### config.mk
export PLATFORM = sky130hd
export DESIGN_NAME = led_pattern_gen_flat
export DESIGN_NICKNAME = d
export VERILOG_FILES = /design/src/rtl/led_pattern_if.sv /design/src/rtl/led_pattern_gen.sv /design/src/flat_wrapper.sv
export SDC_FILE = /design/constraint.sdc
export NUM_CORES = 1
export LEC_CHECK = 0
export CAP_MARGIN = 10
export CORE_MARGIN = 1
export CORE_UTILIZATION = 58
export CTS_CLUSTER_SIZE = 28
export DETAILED_ROUTE_END_ITERATION = 6
export PLACE_DENSITY = 0.79
export SLEW_MARGIN = 20
export SYNTH_ARGS = -nofsm -noshare
export SYNTH_HDL_FRONTEND = slang
export SYNTH_SLANG_ARGS = --single-unit
### constraint.sdc
create_clock -name clk -period 3 [get_ports clk]
set_input_delay 0.9 -clock clk [delete_from_list [all_inputs] [get_ports clk]]
set_output_delay 0.9 -clock clk [all_outputs]
set_load 0.005 [all_outputs]
### src/rtl/led_pattern_if.sv
// Bundles the pattern-select controls and LED outputs of the LED pattern generator.
// The master side drives mode/pause/step_req. The slave side returns led/tick/dir.
interface led_pattern_if #(
   parameter int WIDTH = 8
);
   logic [1:0]       mode;
   logic             pause;
   logic             step_req;
   logic [WIDTH-1:0] led;
   logic             tick;
   logic             dir;

   modport master (
      output mode, pause, step_req,
      input  led, tick, dir
   );

   modport slave (
      input  mode, pause, step_req,
      output led, tick, dir
   );
endinterface

### src/rtl/led_pattern_gen.sv
// LED pattern generator: rotate-left, rotate-right, bounce or binary count.
// Steps come from a free-running prescaler, or from manual requests while paused.
module led_pattern_gen #(
   parameter int WIDTH    = 8,
   parameter int TICK_DIV = 5000000,
   parameter int CNT_W    = 32
) (
   input  logic         clk,
   input  logic         rst,
   led_pattern_if.slave bus
);
   typedef enum logic [1:0] {
      MODE_ROL    = 2'b00,
      MODE_ROR    = 2'b01,
      MODE_BOUNCE = 2'b10,
      MODE_COUNT  = 2'b11
   } mode_e;

   localparam logic [CNT_W-1:0] CNT_LAST = CNT_W'(TICK_DIV - 1);
   localparam logic [WIDTH-1:0] LED_LSB  = WIDTH'(1);
   localparam logic [WIDTH-1:0] LED_MSB  = {1'b1, {(WIDTH-1){1'b0}}};

   logic [WIDTH-1:0] led_q, led_d;
   logic [CNT_W-1:0] cnt_q, cnt_d;
   logic             dir_q, dir_d;
   logic             tick_q, tick_d;
   logic [1:0]       mode_q;

   logic             mode_change;
   logic             auto_step;
   logic             step;
   logic [WIDTH-1:0] bounce_led;

   always_comb begin
      mode_change = (bus.mode != mode_q);
      auto_step   = !bus.pause && (cnt_q == CNT_LAST);
      step        = auto_step || (bus.pause && bus.step_req);
      bounce_led  = dir_q ? (led_q << 1) : (led_q >> 1);

      led_d  = led_q;
      cnt_d  = cnt_q;
      dir_d  = dir_q;
      tick_d = 1'b0;

      // A mode change restarts the pattern and overrides any step in the same cycle.
      if (mode_change) begin
         led_d = LED_LSB;
         cnt_d = '0;
         dir_d = 1'b1;
      end else begin
         if (!bus.pause) begin
            cnt_d = auto_step ? '0 : cnt_q + CNT_W'(1);
         end
         if (step) begin
            tick_d = 1'b1;
            case (bus.mode)
               MODE_ROL: led_d = {led_q[WIDTH-2:0], led_q[WIDTH-1]};
               MODE_ROR: led_d = {led_q[0], led_q[WIDTH-1:1]};
               MODE_BOUNCE: begin
                  led_d = bounce_led;
                  if (bounce_led == LED_MSB) begin
                     dir_d = 1'b0;
                  end else if (bounce_led == LED_LSB) begin
                     dir_d = 1'b1;
                  end
               end
               default: led_d = led_q + WIDTH'(1);
            endcase
         end
      end
   end

   // mode_q tracks mode even in reset so releasing reset never looks like a mode change.
   always_ff @(posedge clk) begin
      mode_q <= bus.mode;
      if (rst) begin
         led_q  <= LED_LSB;
         cnt_q  <= '0;
         dir_q  <= 1'b1;
         tick_q <= 1'b0;
      end else begin
         led_q  <= led_d;
         cnt_q  <= cnt_d;
         dir_q  <= dir_d;
         tick_q <= tick_d;
      end
   end

   assign bus.led  = led_q;
   assign bus.tick = tick_q;
   assign bus.dir  = dir_q;
endmodule
### src/flat_wrapper.sv
// flat-port wrapper written by rule: the top's interface ports become plain ports
module led_pattern_gen_flat 
#(
   parameter int WIDTH    = 8,
   parameter int TICK_DIV = 5000000,
   parameter int CNT_W    = 32
)
  (clk, rst, bus_mode, bus_pause, bus_step_req, bus_led, bus_tick, bus_dir);
  led_pattern_if #(.WIDTH(WIDTH)) bus_i ();
  input  logic clk;
  input  logic rst;
  input wire logic [$bits(bus_i.mode)-1:0] bus_mode;
  input wire logic [$bits(bus_i.pause)-1:0] bus_pause;
  input wire logic [$bits(bus_i.step_req)-1:0] bus_step_req;
  output wire logic [$bits(bus_i.led)-1:0] bus_led;
  output wire logic [$bits(bus_i.tick)-1:0] bus_tick;
  output wire logic [$bits(bus_i.dir)-1:0] bus_dir;
  assign bus_i.mode = bus_mode;
  assign bus_i.pause = bus_pause;
  assign bus_i.step_req = bus_step_req;
  assign bus_led = bus_i.led;
  assign bus_tick = bus_i.tick;
  assign bus_dir = bus_i.dir;
  led_pattern_gen #(.WIDTH(WIDTH), .TICK_DIV(TICK_DIV), .CNT_W(CNT_W)) u_core (.clk(clk), .rst(rst), .bus(bus_i));
endmodule
==> summary.txt <==
PLACEMENT
--------------------------------------------------------------------------------
Gp weighted congestion                                                    0.8292
Input/output buffers                                                          15
Final HPWL from detailed placement                                       3567 um
Post-placement setup slack                                              109.9 ps
Number of cells in the design after placement                                352

DIE
--------------------------------------------------------------------------------
Ports                                                                         16
Die Footprint                                                           4278 um2
Chip width                                                              65.41 um
Std-Cell Rows                                                                 22
Initial Utilization                                                       61.84%
Core area                                                               3771 um2
Die height                                                              65.41 um

WORST HOLD PATH
--------------------------------------------------------------------------------
Number of stages on the worst hold path                                        2
Path type of the worst min-delay path                               flip-flop to flip-flop
Hold path startpoint                                                u_core.cnt_q[1]

FINISH
--------------------------------------------------------------------------------
Fin util                                                                  71.00%
Number of nets in the layout                                                 319
Area growth, synth to finish                                              14.81%
Final Non-Filler Cells                                                       360
Fraction of final layout cells sized beyond drive strength 1              7.051%
Count of inserted antenna diode cells                                          0

RUN
--------------------------------------------------------------------------------
Maximum capacitance violations                                                 0

LOGIC SYNTHESIS
--------------------------------------------------------------------------------
Combined area of all synthesized cells                                  2332 um2
Count leader, synth                                                       nor2_1
Sequential fraction of the synthesis area                                 37.77%
Post-Syn Area per Cell                                                 8.015 um2
Top cells by count, synth                                           nor2_1 (55), dfxtp_1 (44), nand2_1 (23)
Count of different cell masters after synthesis                               45
Post-synthesis cell type with the largest combined area                  dfxtp_1
Total number of yosys warnings                                                 0
Ranking of synthesized cells by area                                dfxtp_1 (38%), nor2_1 (8.9%), xnor2_1 (6.8%)
Nets in the synthesized netlist                                              299
EDFF count, synth                                                              0
Fraction of registers with async set/reset                                    0%
Post-Syn Instances                                                           291
Dominant synthesized flop cell                                           dfxtp_1
Count of state elements after synthesis                                       44
Share of the synthesized area in the top cell type                        37.77%

GLOBAL ROUTE
--------------------------------------------------------------------------------
Maximum number of pins on one net before global-route repair                  31
Total global routing overflow                                                  0
Global-route wire length before repair                                   8790 um
Initial antenna violation count                                                0
Vias in the first global route                                              1917
Overall global routing resource usage                                     26.37%

ROUTING
--------------------------------------------------------------------------------
DRC violations left                                                            0
DRC marker count from the first detailed-route iteration                     185
Number of detailed-routing iterations run before antenna repair                5
Vias after detailed routing                                                 2137
Routed WL                                                                5132 um
Number of antenna-violating nets in the routed design                          0
Number of vias per cell                                                    5.936
Avg WL per Cell                                                         14.26 um

CLOCKING
--------------------------------------------------------------------------------
CTS clk-pin slew, worst paths                                              80 ps
Total CTS buffers                                                              5
CTS H-tree lvls                                                                2
CTS resizes                                                                    0
Buffers inserted during post-CTS setup optimization                            0
CTS root buf                                                            clkbuf_8
Count of hold buffers inserted by post-cts repair                              0
Buffers from clock root to sink, at most                                       2
Worst-skew pair later-pin latency                                         300 ps
Clock sink count                                                              44
CTS tree                                                                    done

STA
--------------------------------------------------------------------------------
Fin Setup TNS                                                               0 ps
Setup repair after global routing missed its margin                           no
Minimum setup slack in the final design                                 420.7 ps
Slew headroom                                                             39.34%
Total of endpoints with negative setup slack in the final report               0
Number of pins exceeding their max-slew limit in the final report              0
Share of the cycle needed by the critical path after routing              85.98%
Clock period minus worst slack                                           2579 ps
Slew @ Worst Pin                                                        901.5 ps
Final clock skew                                                        6.270 ps
Highest achievable clock rate                                          387.7 MHz
Count of endpoints failing hold in the final timing report                     0

POWER AND IR DROP
--------------------------------------------------------------------------------
Overall power after layout                                              1.051 mW
Max IR drop VDD                                                        0.2208 mV
Areal power density over the cells                                  392.6 nW/um2
Leakage power figure                                                   0.8532 nW

SETUP PATH
--------------------------------------------------------------------------------
Category of the worst setup path capture point                         flip-flop
Worst Setup Path Type                                               input pin to flip-flop
Origin of the worst setup path                                         bus_pause
Required time of the critical path                                       3190 ps
Data arrival time of the worst path                                      2770 ps
Critical R2R Launch                                                 u_core.cnt_q[18]
Maximum fanout encountered on the critical timing path                         4
Sort of element at the start of the critical path                      input pin
FF-to-FF path depth                                                            5

STATUS
--------------------------------------------------------------------------------
Status                                                              finished clean

## placed cells by master (no fill, tap or decap), types with 2 or more instances in the layout
master,instances
nor2_1,55
dfxtp_1,44
nand2_1,23
xnor2_1,18
clkdlybuf4s50_1,15
nand3_1,13
nand4_1,13
a21oi_1,13
xor2_1,13
nor3_1,10
buf_4,9
nor4_1,8
inv_1,7
o21ai_0,7
mux2i_1,6
and4_1,6
clkbuf_8,6
nor4b_1,3
and3_1,3
nor2b_1,3
or4_4,2
or3_1,2
a211oi_1,2
a31oi_1,2
a221o_1,2
nand2b_1,2
and2_1,2
ha_1,2
clkbuf_1,2
## final cells by class
class | instances | area, um2
clock buffers | 8 | 90.09
repair buffers | 25 | 237.7
flip-flops and latches | 44 | 880.8
well taps | 48 | 60.06
inverters | 7 | 26.28
fillers | 310 | 1094
multi-input cells | 228 | 1383
## state kept, by name (all words and copies together) (netlist names)
register	flops
u_core.cnt_q	32
u_core.bus.led	8
u_core.mode_q	2
u_core.bus.dir	1
u_core.bus.tick	1
## logic make-up (layout without fill, tap and decap cells)
logic type                 count (synthesis)  after routing  share of synthesized area, %
adders and majority gates                  2              2                         1.073
muxes                                      6              6                         2.575
xor gates and xnor gates                  31             31                         11.64
DFF                                       44             44                         37.77
and+or+nand+nor                          152            152                         33.26
AOI/OAI and AO/OA                         37             37                         10.41
buffers and inverters                     19             40                         3.273
## stage by stage
stage / cell area [um2] / hold WS [ps]
after floorplan: 2332 / 451.6
after global placement: 2587 / 476.7
after detailed placement: 2587 / 479.6
after CTS: 2678 / 492.1
after global routing: 2678 / 504.6
final: 2678 / 482.9
## layer usage
layer / vias up / track usage, % / part of all wire (%)
met4: 0 / 8.152 / 1.2
met1: 988 / 36.31 / 50
met5: - / 0 / 0
met2: 70 / 40.59 / 44
li1: 1071 / - / -
met3: 8 / 6.076 / 5.2
## final timing paths
path	end	slack [ps]
min reg2reg	u_core.cnt_q[1]	480
max reg2reg	u_core.bus.dir	760
min	u_core.cnt_q[1]	480
max	u_core.bus.dir	420
## power by group
part,switching [mW],leakage [nW],internal [mW]
clock,0.194,0.0455,0.188
sequential,0.00547,0.355,0.588
combinational,0.0410,0.452,0.0348
total,0.241,0.853,0.810
## worst max-delay path: stages
cell and delay [ps]:
clkdlybuf4s50_1 410, and3b_1 270, nand2_1 120, o41a_1 410, or4_4 540, mux2i_1 130
Note: power is estimated with default switching activity, not from simulation.
